## src/rtl/game_pkg.sv

```systemverilog
// Shared types and widths for the high/low guessing game round controller.
package game_pkg;

    localparam int CNT_W = 4;

    typedef enum logic [2:0] {
        S_IDLE,
        S_ARM,
        S_WAIT,
        S_SCORE,
        S_DONE
    } state_e;

    function automatic logic [CNT_W-1:0] sat_inc(input logic [CNT_W-1:0] v);
        return (v == '1) ? v : v + 1'b1;
    endfunction

endpackage

```

## src/rtl/round_timer.sv

```systemverilog
// WAIT-phase watchdog: counts enabled cycles, flags the last allowed one.
module round_timer #(
    parameter int TIMEOUT = 32
) (
    input  logic clk,
    input  logic rst,
    input  logic clr,
    input  logic en,
    output logic expired
);

    localparam logic [7:0] LAST = 8'(TIMEOUT - 1);

    logic [7:0] cnt_q, cnt_d;

    assign expired = (cnt_q == LAST);

    always_comb begin
        cnt_d = cnt_q;
        if (clr) begin
            cnt_d = '0;
        end else if (en && !expired) begin
            cnt_d = cnt_q + 8'd1;
        end
    end

    always_ff @(posedge clk or posedge rst) begin
        if (rst) begin
            cnt_q <= '0;
        end else begin
            cnt_q <= cnt_d;
        end
    end

endmodule

```

## src/rtl/round_ctrl.sv

```systemverilog
// Round sequencer: arms a guess, waits for an outcome or timeout, scores it,
// and tracks hits/rounds until the game is over.
module round_ctrl
    import game_pkg::*;
#(
    parameter int ROUNDS  = 5,
    parameter int WIN_MIN = 3,
    parameter int TIMEOUT = 32
) (
    input  logic             clk,
    input  logic             rst,
    input  logic             start,
    input  logic             guess,
    input  logic             fsm_h,
    input  logic             fsm_l,
    output logic             busy,
    output logic             result_valid,
    output logic             hit,
    output logic [CNT_W-1:0] score,
    output logic [CNT_W-1:0] round_num,
    output logic             done,
    output logic             win
);

    localparam logic [CNT_W-1:0] ROUNDS_C = CNT_W'(ROUNDS);
    localparam logic [CNT_W-1:0] WIN_C    = CNT_W'(WIN_MIN);

    state_e           state_q, state_d;
    logic             guess_q, guess_d;
    logic             outc_q, outc_d;
    logic             tmo_q, tmo_d;
    logic             hit_q, hit_d;
    logic [CNT_W-1:0] score_q, score_d;
    logic [CNT_W-1:0] round_q, round_d;
    logic             expired;

    round_timer #(.TIMEOUT(TIMEOUT)) u_timer (
        .clk     (clk),
        .rst     (rst),
        .clr     (state_q == S_ARM),
        .en      (state_q == S_WAIT),
        .expired (expired)
    );

    always_comb begin
        state_d = state_q;
        guess_d = guess_q;
        outc_d  = outc_q;
        tmo_d   = tmo_q;
        hit_d   = hit_q;
        score_d = score_q;
        round_d = round_q;
        unique case (state_q)
            S_IDLE, S_DONE: begin
                if (start) begin
                    state_d = S_ARM;
                    score_d = '0;
                    round_d = '0;
                    hit_d   = 1'b0;
                end
            end
            S_ARM: begin
                guess_d = guess;
                state_d = S_WAIT;
            end
            S_WAIT: begin
                if (fsm_h) begin
                    outc_d  = 1'b1;
                    tmo_d   = 1'b0;
                    state_d = S_SCORE;
                end else if (fsm_l) begin
                    outc_d  = 1'b0;
                    tmo_d   = 1'b0;
                    state_d = S_SCORE;
                end else if (expired) begin
                    tmo_d   = 1'b1;
                    state_d = S_SCORE;
                end
            end
            S_SCORE: begin
                state_d = (round_q == ROUNDS_C) ? S_DONE : S_ARM;
            end
            default: state_d = S_IDLE;
        endcase
        // Results are settled on entry so they are valid during SCORE
        if (state_q == S_WAIT && state_d == S_SCORE) begin
            hit_d   = !tmo_d && (outc_d == guess_q);
            score_d = hit_d ? sat_inc(score_q) : score_q;
            round_d = round_q + 1'b1;
        end
    end

    always_ff @(posedge clk or posedge rst) begin
        if (rst) begin
            state_q <= S_IDLE;
            guess_q <= 1'b0;
            outc_q  <= 1'b0;
            tmo_q   <= 1'b0;
            hit_q   <= 1'b0;
            score_q <= '0;
            round_q <= '0;
        end else begin
            state_q <= state_d;
            guess_q <= guess_d;
            outc_q  <= outc_d;
            tmo_q   <= tmo_d;
            hit_q   <= hit_d;
            score_q <= score_d;
            round_q <= round_d;
        end
    end

    assign busy         = (state_q == S_ARM) || (state_q == S_WAIT)
                       || (state_q == S_SCORE);
    assign result_valid = (state_q == S_SCORE);
    assign done         = (state_q == S_DONE);
    assign win          = done && (score_q >= WIN_C);
    assign hit          = hit_q;
    assign score        = score_q;
    assign round_num    = round_q;

endmodule

```

## config.mk

```make
export PLATFORM = sky130hd
export DESIGN_NAME = round_ctrl
export DESIGN_NICKNAME = d
export VERILOG_FILES = /design/src/rtl/game_pkg.sv /design/src/rtl/round_timer.sv /design/src/rtl/round_ctrl.sv
export SDC_FILE = /design/constraint.sdc
export NUM_CORES = 1
export LEC_CHECK = 0
export CORE_ASPECT_RATIO = 0.8
export CORE_MARGIN = 1.5
export CORE_UTILIZATION = 35
export CTS_CLUSTER_SIZE = 40
export DETAILED_ROUTE_END_ITERATION = 10
export MAX_ROUTING_LAYER = met4
export SKIP_CTS_REPAIR_TIMING = 1
export SLEW_MARGIN = 20
export SYNTH_ARGS = -nofsm -noshare
export SYNTH_HDL_FRONTEND = slang
export SYNTH_SLANG_ARGS = --single-unit
```

## constraint.sdc

```tcl
create_clock -name clk -period 5.4 [get_ports clk]
set_input_delay 1.08 -clock clk [delete_from_list [all_inputs] [get_ports clk]]
set_output_delay 1.08 -clock clk [all_outputs]
set_load 0.1 [all_outputs]
```

==> metrics.csv <==
metric,value,unit
clk_skew,1.37,ps
Netlist cell types,37,
first-pass GRT wire length,4340,um
CP Capture Point,win,
Max Freq,304,MHz
Nets,146,
area of the multi-input gates,607,um2
Reg2Reg Depth,4,
crit path time final,3290,ps
Static Leak,0.000600,uW
worst r2r dst,score[3]$_DFFE_PP0P_,
synthesized area per cell,10.3,um2
Core Rows,18,
Cell Pwr Density,569,nW/um2
vias in the first global route,942,
Root Buffer,clkbuf_8,
startpoint types,flip-flop,
final core occ,44.9,%
Routed WL per cell,13.7,um
Worst Path Buf+Inv,1,
crit path launch,score[0]$_DFFE_PP0P_,
Yosys warning total,0,
"EDFF count, synth",0,
fillcell total,305,
H-tree Lvls,1,
Core ar.,3180,um2
"Clk pin slew, worst setup/hold paths",80,ps
Clock Latency Late Sink,260,ps
max cap viols,0,
Layout Cells excl Fill,175,
unrepaired setup endpoints after global routing,no,
largest net degree at the start of global routing,22,
n_diodes,0,
post-route ant nets,0,
CP max stage delay,1130,ps
worst r2r src,state_q[0]$_DFF_PP0_,
Peak VDD IR,0.351,mV
critical path's slowest cell,clkdlybuf4s50_1,
R2R Setup Slk,3630,ps
residual DRC count,0,
Worst-Margin Slew,977,ps
Clock Sinks,21,
CTS tree,built,
clock buffer depth,2,
DIE HEIGHT,55.2,um
GPL Wtd Cong,0.776,
initial antenna violation count,0,
Post-Route WL,2400,um
post-synthesis sequential area ratio,44.1,%
Boundary Pins,19,
final instance area,1430,um2
synthesized instance count,116,
CTS Buf Count,3,
CP max FO,5,
Tot GR Track Use,16.4,%
first-pass detailed-route iteration total,4,
Setup TNS,0,ps
max-slew violations,0,
tightest hold margin,521,ps
DR iter-0 viols,42,
Die Width,68.2,um
DP Wirelength,1740,um
"CP delay by family, top",buffers and inverters,
Final Hold Viols,0,
register area,526,um2
die area,3760,um2
Crit path required time,4320,ps
area grow syn2layout,19.7,%
critical path class,flip-flop to primary output,
syn_nets,126,
Avg Vias per Cell,5.20,
Setup crit end kind,primary output,
Relative slew margins,34.7,%
port bufs,18,
# placed instances,171,
"Top FF cell, synth",dfrtp_1,
cell area after placement,1380,um2
WP depth,4,
fraction of layout cells with a size suffix above 1,11.9,%
"Async S/R FF share, synth",100,%
vias,910,
Synth Register Bits,21,
Starting Density,37.5,%
gr ovfl total,0,
final setup vio count,0,
"Arr. time, crit path",2210,ps
cells along the critical path,"ha_1, nor3_1, nor2_1, clkdlybuf4s50_1",
hold crit path type,flip-flop to flip-flop,
outcome,finished clean,
final critical-path share of the clock period,60.9,%
synthesized area,1190,um2
## cell usage in the layout (no fill, tap or decap), types with 3 or more instances in the layout
cell             count
ha_1                 4
inv_1                5
nand3_1              8
clkdlybuf4s50_1     18
o21ai_0              6
mux2i_1              7
dfrtp_1             21
clkbuf_8             3
nor2_1              13
nand2_1             13
## flip-flops by register name, summed over array words and instances (netlist names)
name and count:
score 4, round_num 4, u_timer.cnt_q 8, state_q 3, hit 1, guess_q 1
## cell usage after synthesis (2+ instances only)
cell      number  area, um2
a21oi_1        2       10.0
nand3b_1       2       15.0
ha_1           4       50.1
inv_1          5       18.8
xnor2_1        2       17.5
dfrtp_1       21        526
or3_1          2       12.5
nand2b_1       2       12.5
or3b_2         2       17.5
o21ai_0        6       30.0
nand2_1       13       48.8
mux2i_1        7       70.1
nor2_1        13       48.8
o311ai_2       2       32.5
nand3_1        8       40.0
o21ai_2        2       17.5
nor3_1         2       10.0
o31ai_1        2       15.0
## how the worst min path moves through the flow
stage          slack, ps  depth (start not counted)                           end                         start
2_1_floorplan        470                          1  u_timer.cnt_q[3]$_DFFE_PP0P_  u_timer.cnt_q[3]$_DFFE_PP0P_
3_5_place_dp         510                          1               hit$_DFFE_PP0P_               hit$_DFFE_PP0P_
3_3_place_gp         480                          1               hit$_DFFE_PP0P_               hit$_DFFE_PP0P_
5_1_grt              550                          1               hit$_DFFE_PP0P_               hit$_DFFE_PP0P_
6_report             520                          1               hit$_DFFE_PP0P_               hit$_DFFE_PP0P_
4_1_cts              530                          1               hit$_DFFE_PP0P_               hit$_DFFE_PP0P_
## worst register-to-register path, cell delays in order, from the launching register on
cell,delay (ps)
dfrtp_1,420
or3b_4,500
a211oi_2,400
mux2i_1,220
o21ai_0,100
## report_power, final
part           switching [uW]  total, uW  leakage, uW  internal (uW)
combinational             334        458     0.000297            124
clock                    50.3        103    0.0000228           52.5
sequential               51.3        250     0.000280            199
total                     436        811     0.000600            375
## stage by stage
stage               total power (uW)  setup slack (ps)
finish                           811              2110
global route                     865              1950
global placement                 705              2430
CTS                              819              2100
detailed placement               713              2400
floorplan                        621              1670
## layout make-up
| class | instances | area share, % |
|---|---|---|
| timing repair buffer | 18 | 12.6 |
| tap | 40 | 3.51 |
| multi-input combinational | 87 | 42.5 |
| inverter | 5 | 1.32 |
| clock buffer | 4 | 3.16 |
| sequential | 21 | 36.8 |
## cells by family after synthesis
group	share of synthesized area, %
mux	6.83
buf+inv	4.94
simple gates	25.8
xor+xnor	2.21
compound gates	11.9
fa+ha+maj	4.20
flops	44.1
## per-layer routing
| metal | track usage (%) | share of wire [%] |
|---|---|---|
| met5 | - | 0 |
| met4 | 3.00 | 0.29 |
| met3 | 4.86 | 4.5 |
| met2 | 25.6 | 45 |
| met1 | 21.6 | 50 |
No activity file was read; power rests on OpenSTA's default activity.
